## config.mk

```make
export PLATFORM = sky130hd
export DESIGN_NAME = pong_game_ctrl
export DESIGN_NICKNAME = d
export VERILOG_FILES = /design/src/rtl/pong_pkg.sv /design/src/rtl/pong_serve_timer.sv /design/src/rtl/pong_game_ctrl.sv
export SDC_FILE = /design/constraint.sdc
export NUM_CORES = 1
export LEC_CHECK = 0
export BUFFER_PORTS_ARGS = -buffer_cell sky130_fd_sc_hd__buf_2
export CORE_MARGIN = 2
export CORE_UTILIZATION = 30
export DETAILED_ROUTE_END_ITERATION = 16
export HOLD_SLACK_MARGIN = 0.03
export PLACE_DENSITY_LB_ADDON = 0.3
export SETUP_SLACK_MARGIN = 0.5
export SKIP_CTS_REPAIR_TIMING = 1
export SYNTH_ARGS = -nofsm -noshare
export SYNTH_HDL_FRONTEND = slang
export SYNTH_SLANG_ARGS = --single-unit
export TNS_END_PERCENT = 1
```

## constraint.sdc

```tcl
create_clock -name CLK100MHZ -period 1.5 [get_ports CLK100MHZ]
set_input_delay 0.225 -clock CLK100MHZ [delete_from_list [all_inputs] [get_ports CLK100MHZ]]
set_output_delay 0.225 -clock CLK100MHZ [all_outputs]
set_load 0.005 [all_outputs]
```

## src/rtl/pong_pkg.sv

```systemverilog
// Shared state encoding, serve-direction encoding and default game constants
// for the pong game sequencer.
package pong_pkg;

  typedef enum logic [2:0] {
    IDLE      = 3'd0,
    SERVE     = 3'd1,
    PLAY      = 3'd2,
    UPDATE    = 3'd3,
    POINT     = 3'd4,
    GAME_OVER = 3'd5
  } game_state_t;

  // serve_dir encoding: 0 sends the ball toward the right player
  localparam logic SERVE_R = 1'b0;
  localparam logic SERVE_L = 1'b1;

  localparam int DEF_WIN_SCORE    = 7;
  localparam int DEF_SERVE_FRAMES = 60;
  localparam int DEF_SCORE_W      = 4;

endpackage

```

## src/rtl/pong_serve_timer.sv

```systemverilog
// Loadable down-counter of frame ticks; last_o flags the final tick of the
// serve hold so the sequencer can leave SERVE on that tick.
module pong_serve_timer import pong_pkg::*; #(
  parameter int SERVE_FRAMES = DEF_SERVE_FRAMES
) (
  input  logic clk_i,
  input  logic reset_i,
  input  logic load_i,
  input  logic tick_i,
  output logic last_o
);

  localparam int CW = $clog2(SERVE_FRAMES + 1);

  logic [CW-1:0] count_q;
  logic [CW-1:0] count_d;

  // next count: reload wins over a tick; the counter parks at zero
  always_comb begin
    count_d = count_q;
    if (load_i) begin
      count_d = CW'(SERVE_FRAMES);
    end else if (tick_i && (count_q != '0)) begin
      count_d = count_q - CW'(1);
    end else begin
      count_d = count_q;
    end
  end

  // counter register with synchronous active-low reset
  always_ff @(posedge clk_i) begin
    if (!reset_i) begin
      count_q <= '0;
    end else begin
      count_q <= count_d;
    end
  end

  assign last_o = (count_q == CW'(1));

endmodule

```

## src/rtl/pong_game_ctrl.sv

```systemverilog
// Game-level sequencer: launches one physics update per frame, scores misses,
// holds the ball during serve, and declares game over.
module pong_game_ctrl import pong_pkg::*; #(
  parameter int WIN_SCORE    = DEF_WIN_SCORE,
  parameter int SERVE_FRAMES = DEF_SERVE_FRAMES,
  parameter int SCORE_W      = DEF_SCORE_W
) (
  input  logic               CLK100MHZ,
  input  logic               reset,
  input  logic               enable,
  input  logic               frame_tick,
  input  logic               update_done,
  input  logic               miss_l,
  input  logic               miss_r,
  output logic               update_req,
  output logic               ball_reset,
  output logic               serve_dir,
  output logic [SCORE_W-1:0] score_l,
  output logic [SCORE_W-1:0] score_r,
  output logic               game_over,
  output logic               overrun,
  output logic               LED
);

  localparam logic [SCORE_W-1:0] WIN_V = SCORE_W'(WIN_SCORE);

  game_state_t        state_q, state_d;
  logic               update_req_q, update_req_d;
  logic               ball_reset_q, ball_reset_d;
  logic               serve_dir_q, serve_dir_d;
  logic [SCORE_W-1:0] score_l_q, score_l_d;
  logic [SCORE_W-1:0] score_r_q, score_r_d;
  logic               overrun_q, overrun_d;
  logic               game_over_q;
  logic               timer_load_s, timer_tick_s, timer_last_s, win_s, abort_s;

  function automatic logic [SCORE_W-1:0] sat_inc(input logic [SCORE_W-1:0] v);
    return (v >= WIN_V) ? v : v + SCORE_W'(1);
  endfunction

  assign win_s        = (score_l_q == WIN_V) || (score_r_q == WIN_V);
  assign abort_s      = (state_q != IDLE) && !enable;
  assign timer_tick_s = (state_q == SERVE) && frame_tick;

  pong_serve_timer #(.SERVE_FRAMES(SERVE_FRAMES)) u_serve_timer (
    .clk_i   (CLK100MHZ),
    .reset_i (reset),
    .load_i  (timer_load_s),
    .tick_i  (timer_tick_s),
    .last_o  (timer_last_s)
  );

  // state and datapath registers
  always_ff @(posedge CLK100MHZ) begin
    if (!reset) begin
      state_q      <= IDLE;
      update_req_q <= 1'b0;
      ball_reset_q <= 1'b0;
      serve_dir_q  <= 1'b0;
      score_l_q    <= '0;
      score_r_q    <= '0;
      overrun_q    <= 1'b0;
      game_over_q  <= 1'b0;
    end else begin
      state_q      <= state_d;
      update_req_q <= update_req_d;
      ball_reset_q <= ball_reset_d;
      serve_dir_q  <= serve_dir_d;
      score_l_q    <= score_l_d;
      score_r_q    <= score_r_d;
      overrun_q    <= overrun_d;
      game_over_q  <= (state_d == GAME_OVER);
    end
  end

  // next-state logic; dropping enable aborts from any active state
  always_comb begin
    state_d = state_q;
    if (abort_s) begin
      state_d = IDLE;
    end else begin
      case (state_q)
        IDLE:      state_d = enable ? SERVE : IDLE;
        SERVE:     state_d = (frame_tick && timer_last_s) ? PLAY : SERVE;
        PLAY:      state_d = frame_tick ? UPDATE : PLAY;
        UPDATE: begin
          if (update_done) begin
            state_d = (miss_l || miss_r) ? POINT : PLAY;
          end else begin
            state_d = UPDATE;
          end
        end
        POINT:     state_d = win_s ? GAME_OVER : SERVE;
        GAME_OVER: state_d = GAME_OVER;
        default:   state_d = IDLE;
      endcase
    end
  end

  // output / datapath next values; a tick during an outstanding update is dropped but flagged
  always_comb begin
    update_req_d = 1'b0;
    ball_reset_d = 1'b0;
    serve_dir_d  = serve_dir_q;
    score_l_d    = score_l_q;
    score_r_d    = score_r_q;
    overrun_d    = overrun_q;
    timer_load_s = 1'b0;
    if (abort_s) begin
      update_req_d = 1'b0;
    end else begin
      case (state_q)
        IDLE: begin
          if (enable) begin
            score_l_d    = '0;
            score_r_d    = '0;
            overrun_d    = 1'b0;
            ball_reset_d = 1'b1;
            timer_load_s = 1'b1;
          end else begin
            ball_reset_d = 1'b0;
          end
        end
        PLAY:   update_req_d = frame_tick;
        UPDATE: begin
          overrun_d = overrun_q | frame_tick;
          if (update_done) begin
            update_req_d = 1'b0;
            if (miss_l && !miss_r) begin
              score_r_d   = sat_inc(score_r_q);
              serve_dir_d = SERVE_L;
            end else if (miss_r && !miss_l) begin
              score_l_d   = sat_inc(score_l_q);
              serve_dir_d = SERVE_R;
            end else begin
              serve_dir_d = serve_dir_q;
            end
          end else begin
            update_req_d = 1'b1;
          end
        end
        POINT: begin
          if (!win_s) begin
            ball_reset_d = 1'b1;
            timer_load_s = 1'b1;
          end else begin
            ball_reset_d = 1'b0;
          end
        end
        SERVE, GAME_OVER: update_req_d = 1'b0;
        default:          update_req_d = 1'b0;
      endcase
    end
  end

  assign update_req = update_req_q;
  assign ball_reset = ball_reset_q;
  assign serve_dir  = serve_dir_q;
  assign score_l    = score_l_q;
  assign score_r    = score_r_q;
  assign overrun    = overrun_q;
  assign game_over  = game_over_q;
  assign LED        = game_over_q;

endmodule
```

# After elaboration in Yosys (flattened, before gate mapping)
# Cells that the tools add are included.
totals:
  ff_bits: 22
  input_bits: 7
  out_inout_bits: 14
  elab_cells: 87
classes:
  n_addsub: 3
  order_cmp: 2
  eq_ne: 16
  n_mux: 30
  n_bitwise: 3
  reduce_logical: 23
op_table:
  columns: ["operator", "n"]
  rows:
  - ["4-bit 2-to-1 mux", 8]
  - ["3-bit one-hot mux with 6 select lines", 1]
  - ["4-bit one-hot mux with 2 select lines", 2]
  - ["2-bit inequality test (second input constant)", 7]
  - ["3-bit 2-to-1 mux", 4]
  - ["6-bit 2-to-1 mux", 2]
  - ["3-bit equality test (second input constant)", 3]
  - ["1-bit 2-to-1 mux", 9]
  - ["4-bit by 1-bit adder with 4-bit output (second input constant)", 2]
  - ["4-bit by 3-bit equality test with 1-bit output (second input constant)", 2]
  - ["4-bit by 3-bit >= comparator with 1-bit output (second input constant)", 2]
  - ["7-bit AND reduction", 1]
  - ["3-bit by 2-bit equality test with 1-bit output (second input constant)", 2]
  - ["6-bit by 1-bit equality test with 1-bit output (second input constant)", 1]
  - ["1-bit logical AND", 6]
  - ["1-bit one-hot mux with 2 select lines", 3]
  - ["6-bit AND reduction", 1]
  - ["2-bit nonzero test", 3]
  - ["6-bit nonzero test", 1]
  - ["6-bit by 1-bit subtractor with 6-bit output (second input constant)", 1]
  - ["4-bit AND reduction", 1]
  - ["2-bit OR reduction", 2]
  - ["3-bit by 1-bit equality test with 1-bit output (second input constant)", 1]
  - ["1-bit zero test", 3]
  - ["other kinds (7)", 9]

# Longest topological paths before layout
depth:
  word_depth: 6
  ltp_mapped: 6
  mapped_depth_nobuf: 6

# Modules after synthesis
# A second synthesis with hierarchy kept.
hier_totals:
  hier_cells: 150
  area_unflattened_um2: 1298.7
by_module_without_submodules:
  columns: ["mod", "instances", "cells_per_inst", "area_each_um2", "seq_area_each_um2"]
  rows:
  - ["pong_game_ctrl", 1, 106, 913.4, 320.3]
  - ["pong_serve_timer", 1, 44, 385.4, 120.1]

# Worst setup path before layout
# OpenSTA, ideal clock, no wires.
synth_timing:
  kind: "register -> register"
  from: "register score_r_q[0], in the netlist score_r[0]"
  to: "register u_serve_timer.count_q[2]"
  setup_ns: 0.120
  t_arrival_ns: 1.233
  t_required_ns: 1.380
  path_slack_ns: 0.147
  path_stages_with_launch: 6
  n_path_buf: 0
  synth_period_minus_slack_ns: 1.353
  path_cell_list: "dfxtp_1 ha_1 nand2_1 o22ai_1 a21oi_1 o31a_1"
synth_via:
  elab_chain_len: 6
  elab_cells_between_ends: 7
  cone_classes: "1 x eq/ne; 4 x mux; 2 x reduce/logical"
synth_rtl:
  columns: ["element", "line_no", "rtl"]
  rows:
  - ["from (decl)", "pong_game_ctrl.sv:32", "logic [SCORE_W-1:0] score_r_q, score_r_d;"]
  - ["from (signal assigned)", "pong_game_ctrl.sv:70", "score_r_q <= score_r_d;"]
  - ["4-bit by 3-bit equality test with 1-bit output (*)", "pong_game_ctrl.sv:41", "assign win_s = (score_l_q == WIN_V) || (score_r_q == WIN_V);"]
  - ["1-bit logical OR (*)", "pong_game_ctrl.sv:41", null]
  - ["1-bit 2-to-1 mux (*)", "pong_game_ctrl.sv:143", "if (!win_s) begin"]
  - ["1-bit one-hot mux with 2 select lines (*)", "pong_game_ctrl.sv:112", "case (state_q)"]
  - ["1-bit 2-to-1 mux (*)", "pong_game_ctrl.sv:109", "if (abort_s) begin"]
  - ["6-bit 2-to-1 mux or 2-bit nonzero test (tied branches)", null, null]
  - ["to (signal assigned)", "pong_serve_timer.sv:35", "count_q <= count_d;"]
  - ["to (decl)", "pong_serve_timer.sv:15", "logic [CW-1:0] count_q;"]
# Mark *: on every way between the ends. The rest lies on a longest branch, timed or not.
# A chain may end at the register's enable or synchronous reset.

# Worst setup path in the final report
layout_timing:
  from: "register score_l_q[0], in the netlist score_l[0]"
  to: "register score_l_q[1], in the netlist score_l[1]"
layout_via:
  elab_chain_len: 6
  elab_cells_between_ends: 9
  cone_classes: "1 x add/sub; 1 x order compare; 1 x eq/ne; 5 x mux; 1 x reduce/logical"
layout_rtl:
  columns: ["element", "line_no", "rtl"]
  rows:
  - ["from (decl)", "pong_game_ctrl.sv:31", "logic [SCORE_W-1:0] score_l_q, score_l_d;"]
  - ["from (signal assigned)", "pong_game_ctrl.sv:69", "score_l_q <= score_l_d;"]
  - ["4-bit by 1-bit adder with 4-bit output", "pong_game_ctrl.sv:38", "return (v >= WIN_V) ? v : v + SCORE_W'(1);"]
  - ["4-bit 2-to-1 mux", "pong_game_ctrl.sv:38", null]
  - ["4-bit 2-to-1 mux", "pong_game_ctrl.sv:132", "end else if (miss_r && !miss_l) begin"]
  - ["4-bit 2-to-1 mux", "pong_game_ctrl.sv:129", "if (miss_l && !miss_r) begin"]
  - ["4-bit 2-to-1 mux", "pong_game_ctrl.sv:127", "if (update_done) begin"]
  - ["4-bit one-hot mux with 2 select lines", "pong_game_ctrl.sv:112", null]
# Several ways; a longest one is shown, not always the timed one. The select of a mux whose other input is x is not followed.

==> flow_metrics.env <==
export IMPL_grt_max_degree=14
export IMPL_cts_tree="built"
export IMPL_hpwl_mm=2.15
export IMPL_synth_cells=133
export IMPL_multi_input_comb_area_sq_um=786
export IMPL_p_leak_nw=0.661
export IMPL_core_sq_um=3970
export IMPL_drt_total_wl_mm=2.76
export IMPL_p_switching_mw=0.397
export IMPL_yosysMostFrequentCell="dfxtp_1"
export IMPL_setup_viol=0
export IMPL_final_util_pct=39.7
export IMPL_hold_class="in2reg"
export IMPL_seq_area_sq_um=454
export IMPL_layout_nets=179
export IMPL_grt_usage_pct=13.1
export IMPL_drive_gt1_share_pct=39.0
export IMPL_num_antenna_cells=0
export IMPL_start_kind="register"
export IMPL_clock_latency_ns=0.27
export IMPL_grt_pass1_wl_mm=4.60
export IMPL_die_area_sq_um=4620
export IMPL_syn_num_nets=147
export IMPL_power_frac_seq_pct=48.2
export IMPL_synth_commonest_cells="22 x dfxtp_1, 14 x nand2_1"
export IMPL_path_clk_slew_ns=0.08
export IMPL_port_buffers=20
export IMPL_r2r_start="score_l[0]"
export IMPL_syn_area_per_cell_sq_um=9.23
export IMPL_worst_r2r_path_depth=5
export IMPL_pwr_share_comb_pct=20.6
export IMPL_cap_viol_max_count=0
export IMPL_antenna_left=0
export IMPL_fin_area_sq_um=1580
export IMPL_drv_slew=0
export IMPL_start_util_pct=30.9
export IMPL_yosys_warnings=0
export IMPL_timing_rr_end="score_l[1]"
export IMPL_p_sw_share_pct=28.6
export IMPL_pwr_share_clk_pct=31.2
export IMPL_end_kind="register"
export IMPL_min_period_ns=1.41
export IMPL_skew_ns=0.00745
export IMPL_critPathArrivalTime_ns=1.56
export IMPL_ys_ff_latch=22
export IMPL_cts_root_buf="clkbuf_8"
export IMPL_max_stage_delay_ns=0.37
export IMPL_clk_path_buf_depth=2
export IMPL_power_per_cell_area_nw_per_um2=879
export IMPL_crit_path_start="score_l[0]"
export IMPL_vias_per_cell=5.10
export IMPL_crit_path_end="score_l[1]"
export IMPL_cts_buffers=3
export IMPL_netlist_area_leader_share_pct=35.9
export IMPL_drc=0
export IMPL_synth_ff_type="dfxtp_1"
export IMPL_netlist_cell_type_count=45
export IMPL_synthToLayoutAreaGrowth_pct=28.5
export IMPL_status="finished, final reports clean"
export IMPL_crit_chain="ha_2, a21oi_1, a21o_1, and2_1, o221a_2"
export IMPL_internal_power_mw=0.990
export IMPL_reg2reg_slack_ns=0.09
export IMPL_syn_area_sq_um=1230
export IMPL_grt_pass1_vias=1050
export IMPL_cp_required_ns=1.66
export IMPL_seq_area_frac_synth_pct=35.9
export IMPL_ios=21
export IMPL_slew_headroom_pct=69.2
export IMPL_dieWidth_um=68.0
export IMPL_yosys_top_cells_area="dfxtp_1 36%, ha_1 7.1%, mux2i_1 4.9%"
export IMPL_htreeDepth=1
export IMPL_min_period_over_period_pct=93.7
export IMPL_worst_pin_slew_ns=0.450
export IMPL_yosysTopAreaCell="dfxtp_1"
export IMPL_drt_iter0_markers=44
export IMPL_overflow=0
export IMPL_critPathKind="reg2reg"
export IMPL_num_vias=1091
export IMPL_antenna_found_initial=0
export IMPL_finalWeightedCongestion=0.726
export IMPL_vdd_drop_max_mv=0.286
export IMPL_final_hold_viol_count=0
export IMPL_synth_edff_count=0
export IMPL_cpMaxStageDelayCell="dfxtp_2"
export IMPL_nFillCells=391
export IMPL_die_h_um=68.0
export IMPL_ys_async_sr_fraction_pct=0
export IMPL_critPathMaxFanout=5
export IMPL_clkSinkCount=22
export IMPL_core_rowCount=23
export IMPL_rsz0062_at_grt="yes"
export IMPL_placed_cell_area_sq_um=1460
export IMPL_fmax_mhz=711
export IMPL_wl_per_cell_um=12.9
export IMPL_first_pass_iters=4
[logic make-up after synthesis]
group | Yosys count | synth area share (%)
adders and majority gates | 7 | 7.14
AOI/OAI and AO/OA | 35 | 21.4
xor gates and xnor gates | 1 | 0.714
and+or+nand+nor | 49 | 25.1
DFF | 22 | 35.9
buffers and inverters | 13 | 4.89
muxes | 6 | 4.89
[registers in the layout (all words and copies together), names as in the netlist]
name / cells
overrun: 1
serve_dir: 1
state_q: 3
update_req: 1
score_r: 4
u_serve_timer.count_q: 6
LED: 1
ball_reset: 1
score_l: 4
[per-stage QoR]
step	setup TNS, ns	power, mW	hold WS [ns]	setup slack (ns)	cells
floorplan	0	0.849	0.339	0.168	133
global placement	0	0.935	0.482	0.0506	210
detailed placement	0	0.944	0.485	0.0275	210
CTS	0	1.38	0.260	0.0176	214
global route	-0.00273	1.47	0.261	-0.00273	214
finish	0	1.39	0.248	0.0944	214
[power by group through the flow]
stage                     Sequential [mW]  Combinational, mW  Clock, mW
after floorplan                     0.667              0.182          0
after global placement              0.676              0.259          0
after detailed placement            0.678              0.266          0
after CTS                           0.664              0.268      0.448
after global routing                0.675              0.316      0.475
final                               0.668              0.286      0.433
[layer usage]
| layer | track usage, % | wire (um) |
|---|---|---|
| met2 | 22.1 | 1350 |
| met1 | 16.3 | 1270 |
| met3 | 2.47 | 108 |
| met4 | 5.75 | 42 |
| met5 | 0 | 0 |
[worst max-delay path: cells and delay by family, from the launching register on]
kind / cells / cell delay [ns]
simple gates: 1 / 0.18
flops: 1 / 0.37
compound gates: 3 / 0.55
fa+ha+maj: 1 / 0.20
[cells in the final DEF, fill, tap and decap left out, types with 3 or more instances in the layout]
cell type / instances
a2111oi_2: 3
a21oi_1: 6
inv_1: 7
mux2i_1: 6
buf_2: 20
nand2b_1: 3
clkbuf_8: 4
dfxtp_1: 13
nor2_1: 6
dfxtp_2: 8
nand2_1: 14
o21ai_0: 7
ha_1: 5
o21bai_1: 4
buf_4: 12
[cell type report]
cell class | instances | share of cell area (%)
timing repair buffer | 32 | 12.1
multi-input combinational | 98 | 49.8
inverter | 8 | 1.90
sequential | 22 | 28.8
tap | 50 | 3.97
clock buffer | 4 | 3.49
[worst min-delay path by stage]
stage	from	endpoint	slack [ns]	cells past startpoint
2_1_floorplan	update_done	update_req	0.34	1
3_3_place_gp	overrun	overrun	0.48	2
3_5_place_dp	overrun	overrun	0.48	2
4_1_cts	reset	u_serve_timer.count_q[2]	0.26	2
5_1_grt	reset	u_serve_timer.count_q[2]	0.26	2
6_report	reset	u_serve_timer.count_q[2]	0.25	2
(Power assumes the default switching activity.)
